<file path="src/rtl/branch_predictor.sv">
// branch_predictor
//   Bimodal branch-direction predictor. A table of ENTRIES 2-bit saturating
//   counters is indexed by pc[IDX+1:2]. After reset the table is swept to
//   2'b01 (weakly not-taken), one entry per cycle, before lookups and
//   updates are accepted. Lookups return the counter MSB one cycle later.
//   Execute-stage updates train the counter and feed two saturating
//   performance counters (branches seen, mispredictions).
//
// Ports
//   clock            single clock, rising edge
//   reset            synchronous, active-low
//   io_ready         table initialised, lookups/updates accepted
//   io_req_valid     lookup request
//   io_req_pc        lookup PC
//   io_resp_valid    prediction valid (one cycle after accepted request)
//   io_resp_taken    predicted direction (holds when no response)
//   io_upd_valid     resolved-branch update
//   io_upd_pc        PC of the resolved branch
//   io_upd_br_type   branch type, 1..6 are branches, 0 and 7 are not
//   io_upd_taken     resolved outcome
//   io_upd_pred      prediction that was used
//   io_num_branches  saturating count of accepted updates
//   io_num_mispred   saturating count of accepted mispredicted updates
//   dbg_state        FSM state (0 = INIT, 1 = READY)
//
// Handshake: there is no back-pressure. A lookup is accepted on any rising
// edge where io_ready and io_req_valid are both high; its response is shown
// with io_resp_valid for exactly the following cycle. An update is accepted
// on any rising edge where io_ready, io_upd_valid are high and the branch
// type is 1..6; anything offered while io_ready is low is dropped.

module branch_predictor #(
  parameter int ENTRIES = 64,
  localparam int IDX = $clog2(ENTRIES)
) (
  input  logic        clock,
  input  logic        reset,
  output logic        io_ready,
  input  logic        io_req_valid,
  input  logic [31:0] io_req_pc,
  output logic        io_resp_valid,
  output logic        io_resp_taken,
  input  logic        io_upd_valid,
  input  logic [31:0] io_upd_pc,
  input  logic [2:0]  io_upd_br_type,
  input  logic        io_upd_taken,
  input  logic        io_upd_pred,
  output logic [31:0] io_num_branches,
  output logic [31:0] io_num_mispred,
  output logic        dbg_state
);

  typedef enum logic {
    INIT  = 1'b0,
    READY = 1'b1
  } state_t;

  state_t         state_q;
  state_t         state_d;
  logic [IDX-1:0] init_idx;
  logic [1:0]     table_q [ENTRIES];

  logic [IDX-1:0] req_idx;
  logic [IDX-1:0] upd_idx;
  logic           is_branch;
  logic           upd_accept;
  logic           req_accept;
  logic [1:0]     ctr_cur;
  logic [1:0]     ctr_next;

  // PC bits outside the index field are intentionally not used.
  logic unused_pc_bits;
  assign unused_pc_bits = ^{io_req_pc[31:IDX+2], io_req_pc[1:0],
                            io_upd_pc[31:IDX+2], io_upd_pc[1:0]};

  assign req_idx    = io_req_pc[IDX+1:2];
  assign upd_idx    = io_upd_pc[IDX+1:2];
  assign is_branch  = (io_upd_br_type != 3'd0) && (io_upd_br_type != 3'd7);
  assign req_accept = (state_q == READY) && io_req_valid;
  assign upd_accept = (state_q == READY) && io_upd_valid && is_branch;
  assign ctr_cur    = table_q[upd_idx];

  // Saturating 2-bit counter step.
  always_comb begin
    ctr_next = ctr_cur;
    if (io_upd_taken) begin
      if (ctr_cur != 2'b11) ctr_next = ctr_cur + 2'd1;
    end else begin
      if (ctr_cur != 2'b00) ctr_next = ctr_cur - 2'd1;
    end
  end

  // FSM next state and state-derived outputs.
  always_comb begin
    state_d   = state_q;
    io_ready  = 1'b0;
    dbg_state = state_q;
    case (state_q)
      INIT: begin
        if (init_idx == IDX'(ENTRIES - 1)) state_d = READY;
      end
      READY: begin
        io_ready = 1'b1;
      end
      default: state_d = INIT;
    endcase
  end

  always_ff @(posedge clock) begin
    if (!reset) state_q <= INIT;
    else        state_q <= state_d;
  end

  // Sweep index wraps to 0 after the last entry, which is harmless because
  // it is only consulted in INIT.
  always_ff @(posedge clock) begin
    if (!reset)                init_idx <= '0;
    else if (state_q == INIT)  init_idx <= init_idx + 1'b1;
  end

  // Table has no reset of its own; the INIT sweep initialises it, and all
  // writes are held off while reset is asserted.
  always_ff @(posedge clock) begin
    if (reset) begin
      if (state_q == INIT)  table_q[init_idx] <= 2'b01;
      else if (upd_accept)  table_q[upd_idx]  <= ctr_next;
    end
  end

  // Response reads the table before this edge's update is applied, which
  // gives read-before-write on a same-index collision.
  always_ff @(posedge clock) begin
    if (!reset) begin
      io_resp_valid <= 1'b0;
      io_resp_taken <= 1'b0;
    end else if (req_accept) begin
      io_resp_valid <= 1'b1;
      io_resp_taken <= table_q[req_idx][1];
    end else begin
      io_resp_valid <= 1'b0;
    end
  end

  always_ff @(posedge clock) begin
    if (!reset) begin
      io_num_branches <= '0;
      io_num_mispred  <= '0;
    end else if (upd_accept) begin
      if (io_num_branches != 32'hFFFF_FFFF)
        io_num_branches <= io_num_branches + 32'd1;
      if ((io_upd_pred != io_upd_taken) && (io_num_mispred != 32'hFFFF_FFFF))
        io_num_mispred <= io_num_mispred + 32'd1;
    end
  end

endmodule
</file>
<file path="config.mk">
export PLATFORM = sky130hd
export DESIGN_NAME = branch_predictor
export DESIGN_NICKNAME = d
export VERILOG_FILES = /design/src/rtl/branch_predictor.sv
export SDC_FILE = /design/constraint.sdc
export NUM_CORES = 1
export LEC_CHECK = 0
export BUFFER_PORTS_ARGS = -buffer_cell sky130_fd_sc_hd__buf_4
export CAP_MARGIN = 30
export CORE_MARGIN = 10
export CORE_UTILIZATION = 57
export DETAILED_ROUTE_END_ITERATION = 8
export PLACE_DENSITY = 0.8
export SKIP_LAST_GASP = 1
export SYNTH_ARGS = -nofsm -noshare
export SYNTH_HDL_FRONTEND = slang
export SYNTH_SLANG_ARGS = --single-unit
</file>
<file path="constraint.sdc">
create_clock -name clock -period 5.1 [get_ports clock]
set_input_delay 0.765 -clock clock [delete_from_list [all_inputs] [get_ports clock]]
set_output_delay 0.765 -clock clock [all_outputs]
set_load 0.02 [all_outputs]
</file>
=== Word level (Yosys, flattened, before mapping) ===
Memories as Yosys holds them, arrays and structs flattened. A register that Yosys moved wholly into a read port is not among the register bits.
Index checks and enable logic that the tools add are counted.

* Register bits after elaboration: 72
* Latch bits: 0
* Memory bits (writable): 128
* ROM bits: 0
* Word-level logic and storage cells: 45
* Memories: 1

{| class="wikitable"
|+ Memories
! memory !! words !! width !! read ports !! clocked after memory_dff !! wr ports !! RTL line !! RTL
|-
| table_q || 64 || 2 || 2 || 1 || 1 || 61 || <nowiki>logic [1:0] table_q [ENTRIES];</nowiki>
|}

* Add/subtract/negate cells: 5
* Multiply operators: 0
* Divide/modulo/power cells: 0
* $lt $le $gt $ge: 0
* Equality and inequality tests: 6
* Shift operators: 0
* Multiplexer cells: 17
* Bitwise logic cells: 0
* Reductions and logical operators: 11

{| class="wikitable"
|+ Operators by type and width
! kind !! number
|-
| 32-bit by 1-bit adder with 32-bit output (second input constant) || 2
|-
| 32-bit inequality test (second input constant) || 2
|-
| 1-bit two-way mux || 12
|-
| 2-bit two-way mux || 4
|-
| 6-bit by 1-bit adder with 6-bit output (second input constant) || 1
|-
| 6-bit == test (second input constant) || 1
|-
| 6-bit two-way mux || 1
|-
| 1-bit logical AND || 5
|-
| 2-bit AND reduction || 2
|-
| 3-bit inequality test (second input constant) || 1
|-
| 3-bit nonzero test || 1
|-
| 2-bit by 1-bit adder with 2-bit output (second input constant) || 1
|-
| 2-bit inequality test (second input constant) || 1
|-
| 2-bit nonzero test || 1
|-
| 2-bit OR reduction || 1
|-
| 2-bit by 1-bit subtractor with 2-bit output (second input constant) || 1
|-
| 1-bit logical NOT || 1
|-
| 1-bit inequality test || 1
|}

=== Depth between registers and ports, before layout ===
* Depth in word-level cells: 9
* Depth in mapped cells: 9

=== Worst setup path before layout ===
No wires, ideal clock.

* Path type: input port to flip-flop
* Start: in io_upd_pc[2]
* End: mem table_q[0][0] (data pin)
* Library setup time: 0.548 ns
* Data arrival time: 4.034 ns
* Required time: 4.552 ns
* Path slack: 0.517 ns
* Stages on the path: 8
* Cell sequence: buf_4 > buf_4 > mux4_2 > o22a_1 > a31oi_1 > a32oi_1 > nor3b_1 > a21oi_1

* Word-level cells in the longest chain between the ends: 5

{| class="wikitable"
|+ RTL lines
! item !! RTL line !! RTL
|-
| start, declared || 44 || <nowiki>input logic [31:0] io_upd_pc,</nowiki>
|-
| memory read 64 x 2 bit * || -- ||
|-
| 2-bit by 1-bit subtractor with 2-bit output (tied with other cells) || 89 || <nowiki>if (ctr_cur != 2'b00) ctr_next = ctr_cur - 2'd1;</nowiki>
|-
| 2-bit two-way mux (on tied branches) || 89, 87 ||
|-
| 2-bit two-way mux * || 86 || <nowiki>if (io_upd_taken) begin</nowiki>
|-
| 2-bit two-way mux (no line) * || -- ||
|-
| end, declared || 61 ||
|}

Every way passes the cells marked *; elsewhere a longest branch is shown, timed or not.

=== Final worst setup path ===
* Start: in io_upd_pc[2]
* End: mem table_q[43][0] (data pin)

Same word-level chain as after synthesis.

==> out/results.md <==
| Item | This run | Unit |
| --- | --- | --- |
| Initial antenna violation count | 0 | - |
| Count of state elements after synthesis | 201 | - |
| Hold Buf Count CTS | 0 | - |
| Sequential fraction of the synthesis area | 0.551 | - |
| Type of destination of the critical path | flip-flop | - |
| Bufs on Longest Clock Path | 3 | - |
| Largest area contributor in the synthesized netlist | edfxtp_1 | - |
| Vias per cell | 6.09 | - |
| Critical path required time | 5.43 | ns |
| Clock Latency Late Sink | 0.49 | ns |
| H-tree levels | 1 | - |
| Number of unique standard cell types used by synthesis | 64 | - |
| Period utilisation layout | 0.681 | - |
| Standard cell core area | 16600 | µm² |
| Power density cells | 296 | nW/µm² |
| Type of the worst min-delay path | flip-flop to flip-flop | - |
| Total congestion overflow after global routing | 0 | - |
| Setup crit start kind | primary input | - |
| Net count, final | 955 | - |
| Die footprint | 22500 | µm² |
| Highest ir drop seen on vdd | 0.000268 | V |
| Total nets after synthesis | 875 | - |
| Routed wire length | 22400 | µm |
| Clock sink total | 201 | - |
| Signed area change from the synthesized netlist to the final layout | 15.3 | % |
| # resized after CTS | 0 | - |
| Cell area after synthesis | 9620 | µm² |
| Root Buffer Master | clkbuf_16 | - |
| Crit Path Class | primary input to flip-flop | - |
| Share of Yosys cell area claimed by the top area cell type | 0.399 | - |
| LEAKAGE | 4.00 | nW |
| WP data arrival | 3.80 | ns |
| Port Buf Inserts | 88 | - |
| Final Setup Violations | 0 | - |
| Initial standard-cell utilization of the core | 0.580 | - |
| Floorplan die width | 150 | µm |
| Critical path peak fanout | 46 | - |
| Count of standard-cell rows | 47 | - |
| DRC violation count after routing | 0 | - |
| Total via count in the routed design | 6767 | - |
| GRT Resource Usage Total | 0.196 | - |
| Via count of the first global-routing pass | 6606 | - |
| Synth top area cells | edfxtp_1 40%, dfxtp_1 15%, mux4_2 8.4% | - |
| Share of synthesized flip-flops with an asynchronous set or reset | 0 | - |
| Run status | finished, final reports clean | - |
| Clock tree from TritonCTS | yes | - |
| DRC violation total after the first TritonRoute iteration | 550 | - |
| Clock skew | 0.0126 | ns |
| Pin count of the biggest net entering global routing | 71 | - |
| Register clock-pin slew on the reported worst setup and hold paths | 0.06 | ns |
| Number of enable-type register cells in the synthesized netlist | 128 | - |
| Final Max Slew Viols | 0 | - |
| Min cycle time layout | 3.47 | ns |
| Cts bufs inserted | 21 | - |
| Final hold violations | 0 | - |
| Syn Area/Cell | 12.0 | µm² |
| Drt pass-1 iters | 5 | - |
| Most used DFF post-synth | edfxtp_1 | - |
| Die height | 150 | µm |
| Unrepaired setup endpoints after global routing | no | - |
| Number of buffers inserted by post-CTS setup repair | 0 | - |
| Fraction of final layout cells with drive strength greater than 1 | 0.202 | - |
| Highest Clock Rate | 288 | MHz |
| Relative slew margins | 0.442 | - |
| Number of top-level pins | 141 | - |
| Diodes inserted | 0 | - |
| Yosys warnings | 0 | - |
| Half-perimeter wire length of the detailed placement result | 15000 | µm |
| Total negative setup slack | 0 | ns |
| First-pass GRT wire length | 35100 | µm |
| Smallest hold slack | 0.493 | ns |
| Antenna violation net count after detailed routing | 0 | - |
| Instance count of the mapped netlist | 799 | - |
| Last weighted congestion value of the routability-driven placer | 0.862 | - |
| Number of maximum-capacitance constraint violations | 0 | - |
| Detailed-route wire length per cell | 20.1 | µm |
| Worst-margin pin slew | 0.831 | ns |
cells in the final DEF (no fill, tap or decap), drive strengths merged, types with 7 or more instances in the layout:
master,n
xnor2,46
nor3,19
inv,18
clkbuf,27
nand3,28
nand4,19
nand2b,7
dfxtp,73
a21oi,13
nor4,15
a211oi,15
o21ai,12
mux4,42
buf,95
or3,10
nand2,45
edfxtp,128
xor2,12
nor2,139
clkinv,7
mux2i,31
a22oi,8
power breakdown:
part	leakage [nW]	internal (mW)	switching, mW	total [mW]
clock network	0.309	0.820	0.598	1.42
logic	1.70	0.0581	0.0900	0.148
registers	1.98	1.71	0.00502	1.72
state kept, by name, indices dropped and copies added, names as in the netlist:
signal,count
io_num_mispred,32
dbg_state,1
init_idx,6
io_resp_valid,1
io_resp_taken,1
io_num_branches,32
table_q,128
synthesized netlist by cell type (all sizes together), types with 3 or more instances:
cell / number
nor3b: 5
nand4: 19
mux4: 42
nand2b: 7
nor2: 139
and3: 4
nor4b: 4
or3: 10
a22oi: 8
o21ai: 12
a21oi: 13
edfxtp: 128
dfxtp: 73
clkbuf: 20
a211oi: 15
ha: 3
o22a: 5
and2: 5
xor2: 12
inv: 17
nand3: 28
nand2: 45
nand4b: 4
xnor2: 46
nor2b: 4
nand3b: 5
nor3: 19
a31oi: 5
o31ai: 3
and4: 6
mux2i: 31
buf: 18
nor4: 15
or2: 4
o21a: 3
logic make-up after synthesis:
| group | Yosys count | synth area share |
|---|---|---|
| buf+inv | 56 | 0.0273 |
| mux | 75 | 0.135 |
| simple gates | 327 | 0.173 |
| fa+ha+maj | 3 | 0.00390 |
| flops | 201 | 0.551 |
| compound gates | 79 | 0.0568 |
| xor+xnor | 58 | 0.0528 |
per-stage QoR:
stage          instance area (µm²)  utilization  setup WS (ns)  total power, mW  std cells
6_report                     11100        0.669           1.63             3.29       1112
5_1_grt                      11100        0.669           1.41             3.38       1112
4_1_cts                      11100        0.669           1.62             3.31       1112
3_5_place_dp                 10500        0.631           1.12             1.90       1076
3_3_place_gp                 10500        0.631           1.21             1.90       1075
2_1_floorplan                 9620            -          0.517             1.85        799
area by class of cell:
class	instances	area [µm²]
Clock inverter	9	70.1
Sequential cell	201	5310
Inverter	18	67.6
Clock buffer	27	558
Tap cell	220	275
Fill cell	1230	5490
Multi-Input combinational cell	542	4080
Timing Repair Buffer	95	742
worst max-delay path, stage by stage:
cell and delay (ns):
buf_4 0.62, mux4_2 0.62, or3_1 0.34, a31oi_1 0.19
a32oi_1 0.12, nand2b_1 0.22, a21oi_4 0.58, buf_12 0.28
metal layers:
metal | global-route usage | part of all wire | wire [µm]
met5 | 0 | 0 | 0
met4 | 0.0564 | 0.026 | 593
met3 | 0.0426 | 0.084 | 1880
met2 | 0.331 | 0.49 | 10900
met1 | 0.247 | 0.40 | 9040
final timing paths:
path	to	cells past startpoint	start	slack, ns
worst min-delay path	io_num_mispred[26]	2	io_num_mispred[26]	0.49
worst min register to register	io_num_mispred[26]	2	io_num_mispred[26]	0.49
worst max register to register	table_q[34][1]	6	dbg_state	2.17
worst max-delay path	table_q[43][0]	8	io_upd_pc[2]	1.63
Note: power is estimated with default switching activity, not from simulation.
